[config.mk]
export PLATFORM = sky130hd
export DESIGN_NAME = parametric_demux_bank
export DESIGN_NICKNAME = d
export VERILOG_FILES = /design/src/rtl/parametric_demux_bank_pkg.sv /design/src/rtl/parametric_demux_bank_onehot_decoder.sv /design/src/rtl/parametric_demux_bank.sv
export SDC_FILE = /design/constraint.sdc
export NUM_CORES = 1
export LEC_CHECK = 0
export BUFFER_PORTS_ARGS = -buffer_cell sky130_fd_sc_hd__clkbuf_2
export CORE_ASPECT_RATIO = 0.75
export CORE_UTILIZATION = 53
export CTS_CLUSTER_DIAMETER = 50
export CTS_CLUSTER_SIZE = 10
export DETAILED_ROUTE_END_ITERATION = 16
export GPL_TIMING_DRIVEN = 0
export PLACE_DENSITY = 0.8
export SYNTH_ARGS = -nofsm -noshare
export SYNTH_HDL_FRONTEND = slang
export SYNTH_SLANG_ARGS = --single-unit
[constraint.sdc]
create_clock -name clk -period 3.8 [get_ports clk]
set_clock_uncertainty 0.05 [all_clocks]
set_input_delay 0.19 -clock clk [delete_from_list [all_inputs] [get_ports clk]]
set_output_delay 0.19 -clock clk [all_outputs]
set_load 0.05 [all_outputs]
[src/rtl/parametric_demux_bank_pkg.sv]
// Shared types and defaults for the parametric demux bank and its decoder.
package parametric_demux_bank_pkg;

    // Bank controller state: accepting writes, or sweeping entries to zero
    typedef enum logic {
        S_IDLE  = 1'b0,
        S_CLEAR = 1'b1
    } demux_bank_state_t;

    localparam int DEFAULT_MEM_WIDTH = 16;
    localparam int DEFAULT_MEM_DEPTH = 16;

    // Index width for a bank of the given depth (depth is at least 2)
    function automatic int addr_width(input int depth);
        return (depth < 2) ? 1 : $clog2(depth);
    endfunction

endpackage

[src/rtl/parametric_demux_bank_onehot_decoder.sv]
// Binary index to one-hot enable decoder with an out-of-range flag.
// N need not be a power of two; indices N..2**AW-1 raise out_of_range
// instead of enabling any output.
module onehot_decoder
    import parametric_demux_bank_pkg::*;
#(
    parameter int N  = 16,
    parameter int AW = addr_width(N)
) (
    input  logic [AW-1:0] addr,
    input  logic          en,
    output logic [N-1:0]  we,
    output logic          out_of_range
);

    localparam int          AWP   = AW + 1;
    localparam logic [AW:0] N_EXT = AWP'(N);

    logic in_range;

    // Full-width compare, one bit wider than the index so N itself is representable
    assign in_range     = ({1'b0, addr} < N_EXT);
    assign out_of_range = en && !in_range;

    // One enable per entry, only for a valid in-range index
    always_comb begin
        we = '0;
        for (int i = 0; i < N; i++) begin
            we[i] = en && in_range && (addr == AW'(i));
        end
    end

endmodule

[src/rtl/parametric_demux_bank.sv]
// Write-side bank: mem_depth entries of mem_width bits, one write per cycle
// over valid/ready, the whole bank exported as one flat bus for a read mux,
// plus a sequential clear engine that zeroes one entry per cycle.
//
// Handshake: a write transfers on a rising edge where wr_valid and wr_ready
// are both 1 (fire). wr_ready depends only on the controller state (and is
// low while in reset), never on wr_valid. A stalled requester keeps
// wr_addr/wr_data stable until fire. Out-of-range fires still complete and
// only produce a one-cycle wr_err pulse.
module parametric_demux_bank
    import parametric_demux_bank_pkg::*;
#(
    parameter  int mem_width = DEFAULT_MEM_WIDTH,
    parameter  int mem_depth = DEFAULT_MEM_DEPTH,
    localparam int addr_w    = addr_width(mem_depth)
) (
    input  logic                           clk,
    input  logic                           rst_n,
    input  logic                           wr_valid,
    output logic                           wr_ready,
    input  logic [addr_w-1:0]              wr_addr,
    input  logic [mem_width-1:0]           wr_data,
    output logic                           wr_err,
    input  logic                           clr_req,
    output logic                           clr_busy,
    output logic [mem_width*mem_depth-1:0] data_out,
    output logic [mem_depth-1:0]           entry_valid,
    output demux_bank_state_t              dbg_state
);

    localparam logic [addr_w-1:0] LAST_IDX = addr_w'(mem_depth - 1);

    demux_bank_state_t     state;
    logic [addr_w-1:0]     clr_idx;
    logic [mem_width-1:0]  mem [mem_depth];
    logic                  fire;
    logic                  sweeping;
    logic                  wr_oor;
    logic [mem_depth-1:0]  wr_we;

    assign sweeping  = (state == S_CLEAR);
    assign clr_busy  = sweeping;
    assign wr_ready  = rst_n && (state == S_IDLE);
    assign fire      = wr_valid && wr_ready;
    assign dbg_state = state;

    onehot_decoder #(
        .N  (mem_depth),
        .AW (addr_w)
    ) u_wr_dec (
        .addr         (wr_addr),
        .en           (fire),
        .we           (wr_we),
        .out_of_range (wr_oor)
    );

    // Controller: idle until a clear request, then sweep every index exactly once
    always_ff @(posedge clk or negedge rst_n) begin
        if (!rst_n) begin
            state   <= S_IDLE;
            clr_idx <= '0;
        end else begin
            case (state)
                S_IDLE: begin
                    if (clr_req) begin
                        state   <= S_CLEAR;
                        clr_idx <= '0;
                    end
                end
                S_CLEAR: begin
                    if (clr_idx == LAST_IDX) begin
                        state   <= S_IDLE;
                        clr_idx <= '0;
                    end else begin
                        clr_idx <= clr_idx + 1'b1;
                    end
                end
                default: begin
                    state   <= S_IDLE;
                    clr_idx <= '0;
                end
            endcase
        end
    end

    // Error pulse for the cycle after an accepted out-of-range write
    always_ff @(posedge clk or negedge rst_n) begin
        if (!rst_n) begin
            wr_err <= 1'b0;
        end else begin
            wr_err <= wr_oor;
        end
    end

    // Storage: the sweep and writes never overlap since writes only fire in S_IDLE
    always_ff @(posedge clk or negedge rst_n) begin
        if (!rst_n) begin
            for (int i = 0; i < mem_depth; i++) begin
                mem[i] <= '0;
            end
            entry_valid <= '0;
        end else begin
            for (int i = 0; i < mem_depth; i++) begin
                if (sweeping && (clr_idx == addr_w'(i))) begin
                    mem[i]         <= '0;
                    entry_valid[i] <= 1'b0;
                end else if (wr_we[i]) begin
                    mem[i]         <= wr_data;
                    entry_valid[i] <= 1'b1;
                end
            end
        end
    end

    // Flat bank image, entry i in bits [(i+1)*mem_width-1 : i*mem_width]
    for (genvar g = 0; g < mem_depth; g++) begin : g_flat
        assign data_out[g*mem_width +: mem_width] = mem[g];
    end

endmodule

### Word-level counts from Yosys, hierarchy flattened

Index checks and enable logic that the tools add are counted.

* bits in registers: 277
* latch bits: 0
* memory bits (writable): 0
* bits in read-only memories: 0
* output and inout port bits: 276
* memories kept: 0

* $add $sub $neg: 1
* multipliers: 0
* div/mod/pow operators: 0
* magnitude comparators: 0
* equality and inequality tests: 31
* shifts and indexed selects: 0
* muxes and demuxes: 70
* bitwise operators: 1
* reductions and logical operators: 52

Operators with widths (number)
* 2-to-1 mux 16 bit: 32
* equality test 4 bit, second input constant: 16
* logical AND 1 bit: 34
* 2-to-1 mux 1 bit: 34
* equality test 4 x 3 -> 1 bit, second input constant: 8
* nonzero test 2 bit: 16
* equality test 4 x 2 -> 1 bit, second input constant: 4
* equality test 4 x 1 -> 1 bit, second input constant: 2
* zero test 4 bit: 2
* 2-to-1 mux 4 bit: 2
* one-hot mux 4 bit (2 select lines): 1
* adder 4 x 1 -> 4 bit, second input constant: 1
* != test 2 bit, second input constant: 1
* one-hot mux 1 bit (2 select lines): 1
* inverter 1 bit: 1

### Longest topological paths before layout

* depth in word-level cells: 6
* depth in mapped cells: 7
* mapped depth without buffers: 5

### Hierarchy

From an unflattened synthesis, not the netlist that was laid out.

* cell total of the unflattened synthesis: 828
* area total of the unflattened synthesis: 10799.1 um^2

Modules (own cells, without submodules)
* parametric_demux_bank: times used 1, cells each 803, area each 10670.2 um^2
* onehot_decoder: times used 1, cells each 25, area each 128.9 um^2

### Worst setup path after synthesis

OpenSTA, ideal clock, no wires.

* path kind: flip-flop to flip-flop
* start point: register state (netlist: clr_busy)
* end point: register mem, in the netlist data_out[150]
* arrival: 1.853 ns
* required time: 3.670 ns
* path slack: 1.818 ns
* stages on the path, launching flop included: 8
* buffers on the path: 4
* period minus slack after synthesis: 1.982 ns
* cell sequence: dfrtp_1 -> buf_6 -> nand4b_1 -> buf_2 -> nor3_2 -> buf_4 -> buf_6 -> mux2i_1

* longest elaborated chain between the ends: 5

Ends and longest elaborated chain
* start: declaration: RTL line parametric_demux_bank.sv:33 `demux_bank_state_t state;`
* start signal: assignment: RTL line parametric_demux_bank.sv:60 `state <= S_IDLE;`
* start signal: assignment: RTL line parametric_demux_bank.sv:66 `state <= S_CLEAR;`
* start signal: assignment: RTL line parametric_demux_bank.sv:72 `state <= S_IDLE;`
* inverter 1 bit
* logical AND 1 bit: RTL line parametric_demux_bank.sv:43 `assign wr_ready = rst_n && (state == S_IDLE);`
* logical AND 1 bit: RTL line parametric_demux_bank.sv:44 `assign fire = wr_valid && wr_ready;`
* logical AND 1 bit: RTL line parametric_demux_bank_onehot_decoder.sv:29 `we[i] = en && in_range && (addr == AW'(i));`
* nonzero test 2 bit (no line)
* end signal: indexed assignment: RTL line parametric_demux_bank.sv:108 `mem[i] <= wr_data;`
* end: declaration: RTL line parametric_demux_bank.sv:35 `logic [mem_width-1:0] mem [mem_depth];`

Parallel ways exist; a longest one is shown, timed or not.
A chain may end at the register's enable or synchronous reset.

### Final worst setup path

* start point: input port rst_n
* end point: register mem, in the netlist data_out[9]

* longest elaborated chain between the ends: 4

Ends and longest elaborated chain
* start: declaration: RTL line parametric_demux_bank.sv:18 `input logic rst_n,`
* logical AND 1 bit: RTL line parametric_demux_bank.sv:43
* logical AND 1 bit: RTL line parametric_demux_bank.sv:44
* logical AND 1 bit: RTL line parametric_demux_bank_onehot_decoder.sv:29
* nonzero test 2 bit (no line)

No other way between the ends.

==> impl_metrics.json <==
{
  "fill_cells": 1645,
  "stdcell_count": 1657,
  "final_common_cell": "clkbuf_2",
  "hold_violations": 0,
  "clockRootBuffer": "clkbuf_16",
  "dr.pass1.iters": 5,
  "critical_path_required_ps": 4100,
  "drive_gt1_frac": 0.283,
  "cp_slowest_cell": "dlygate4sd3_1",
  "synthesis.area_um2": 11600,
  "rsz0062_at_grt": "false",
  "hpwl_mm": 23.9,
  "end_kind": "flop",
  "ios": 300,
  "worst_pin_slew_ps": 1100,
  "cts_max_level": 2,
  "grtUsageTotal": 0.308,
  "yosys.area_share.simple": 0.129,
  "cts_buffers": 34,
  "drv_slew": 0,
  "synth_top_family_by_area": "multiplexers",
  "synthMuxAreaShare": 0.179,
  "holdWs_ps": 40.5,
  "numPortBuffers": 296,
  "avgSynthCellArea_um2": 11.5,
  "antenna_found_initial": 1,
  "fp-row-count": 46,
  "outcome": "completed",
  "min_period_ps": 2850,
  "cts_buffer_depth": 3,
  "area_delta_synth_final_pct": 26.3,
  "start_util": 0.545,
  "ys_warn_count": 0,
  "timing.final.ws_setup_ps": 950,
  "wire_per_inst_um": 20.8,
  "dp_cells": 1597,
  "grt_pass1_wl_mm": 53.2,
  "startpoint_type": "input port",
  "synth_seq_area_share": 0.597,
  "crit_family": "buffers and inverters",
  "avgViaCountPerCell": 5.61,
  "drv_cap": 0,
  "synthAdderAreaFrac": 0.00431,
  "hold_path_class": "in2reg",
  "fp.coreArea_um2": 21300,
  "cts.clk_slew.worst_paths_ps": 50,
  "globalRouteOverflowTotal": 0,
  "async_reset_ff_frac": 1.00,
  "diodes": 0,
  "drt-total-wl_mm": 34.4,
  "synth_nets": 1039,
  "post_cts_resized": 0,
  "cts_tree": "done",
  "cp_slowest_stage_delay_ps": 540,
  "path_class": "in2reg",
  "vias": 9295,
  "synthDistinctLibCells": 40,
  "fp.dieH_um": 130,
  "crit_path_frequent_cell": "buf_2",
  "synth_top_cell_by_area": "dfrtp_1",
  "slew_headroom": 0.264,
  "synth-seq-cells": 277,
  "cts.sink_count": 277,
  "die-area_um2": 22500,
  "cp.arrival_ps": 3150,
  "postCtsSetupBuffers": 0,
  "synth-compound-area-share": 0.0442,
  "synth-xor-area-share": 0.000755,
  "fin_nets": 1391,
  "grt_max_degree": 115,
  "fmax_mhz": 351,
  "gp_congestion": 0.871,
  "synth.top_cell.area_share": 0.597,
  "synth_edf_count": 0,
  "synthFlopType": "dfrtp_1",
  "crit_buf_inv": 6,
  "die_x_um": 173,
  "mostFrequentLayoutCells": "clkbuf_2 (295), dfrtp_1 (277), nand2_1 (246), mux2i_1 (208)",
  "clock_latency_ps": 490,
  "path_cells": "dlygate4sd3_1 > clkbuf_8 > buf_16 > nor4bb_1 > buf_2 > and2_1 > clkbuf_1 > buf_2 > o21ai_0",
  "drt_iter0_markers": 761,
  "syn_inst": 1011,
  "hold_buffers": 18,
  "synth_area_leaders": "dfrtp_1 (60%), mux2i_1 (18%), nand2_1 (8.0%)",
  "grt_pass1_vias": 9211,
  "crit_path_max_fanout": 114,
  "drc": 0,
  "finalSetupViolations": 0,
  "ant_nets": 0,
  "dp_slack_ps": 1000,
  "fin_crit_sh": 0.750
}
[sequential cells by signal, indices dropped and copies added (netlist names)]
| name | flops |
|---|---|
| entry_valid | 16 |
| clr_busy | 1 |
| data_out | 256 |
| clr_idx | 4 |
[area by class of cell]
cell class	count	area, um^2	share of cell area
flip-flops and latches	277	6930	0.473
inverters	23	86.3	0.00589
plain buffers	84	435	0.0297
multi-input cells	627	4150	0.283
repair buffers	316	1730	0.118
well taps	288	360	0.0246
clock buffers	39	953	0.0650
clock inverters	3	15.0	0.00102
[worst paths after layout]
kind / slack, ps / startpoint / to / cells past startpoint
setup / recovery: 950 / rst_n / data_out[9]$_DFFE_PN0P_ / 9
hold / removal: 40 / wr_addr[2] / data_out[16]$_DFFE_PN0P_ / 4
setup reg to reg: 1620 / clr_idx[0]$_DFFE_PN0P_ / data_out[250]$_DFFE_PN0P_ / 6
hold reg to reg: 430 / entry_valid[6]$_DFFE_PN0P_ / entry_valid[6]$_DFFE_PN0P_ / 1
max in group asynchronous: 2530 / rst_n / data_out[168]$_DFFE_PN0P_ / 3
min in group asynchronous: 200 / rst_n / data_out[114]$_DFFE_PN0P_ / 2
[Yosys cell counts (2+ instances only)]
cell type and instances:
a21boi_0 3, a21boi_1 2, a21o_1 2, and2_1 3
and4b_1 2, buf_2 18, buf_4 11, buf_6 6
clkbuf_1 48, dfrtp_1 277, ha_1 4, inv_1 23
mux2i_1 208, nand2_1 246, nand2_2 2, nand2b_1 2
nand3_1 35, nand3b_1 2, nand4_1 5, nand4b_1 9
nand4bb_1 5, nor2_4 5, nor3_1 2, nor3_2 2
o211ai_1 16, o21a_1 9, o21ai_0 48, o21ai_1 3
or3_1 2
[per-layer routing]
layer,part of all wire,up-vias,GRT usage
met3,0.085,85,0.0795
met1,0.43,4711,0.426
li1,-,4090,-
met5,0.00038,-,0
met2,0.46,407,0.480
met4,0.029,2,0.102
[cells by family after synthesis]
kind of cell / count (synthesis)
flops: 277
buf+inv: 107
compound gates: 85
mux: 208
simple gates: 328
other cells: 1
fa+ha+maj: 4
xor+xnor: 1
[metrics by stage]
stage	setup TNS, ps	instance area, um^2	util
floorplan	0	11600	-
global placement	-1799750	13400	0.631
detailed placement	0	13500	0.634
CTS	0	14700	0.688
global route	0	14700	0.688
finish	0	14700	0.688
[worst min-delay path, stage by stage]
cell,delay (ps)
clkbuf_2,100
nor3_2,90
nand3_1,90
o21ai_0,60
Power is not shown: default switching activity piles up to over one toggle a cycle in this logic, so the estimate is an artifact.
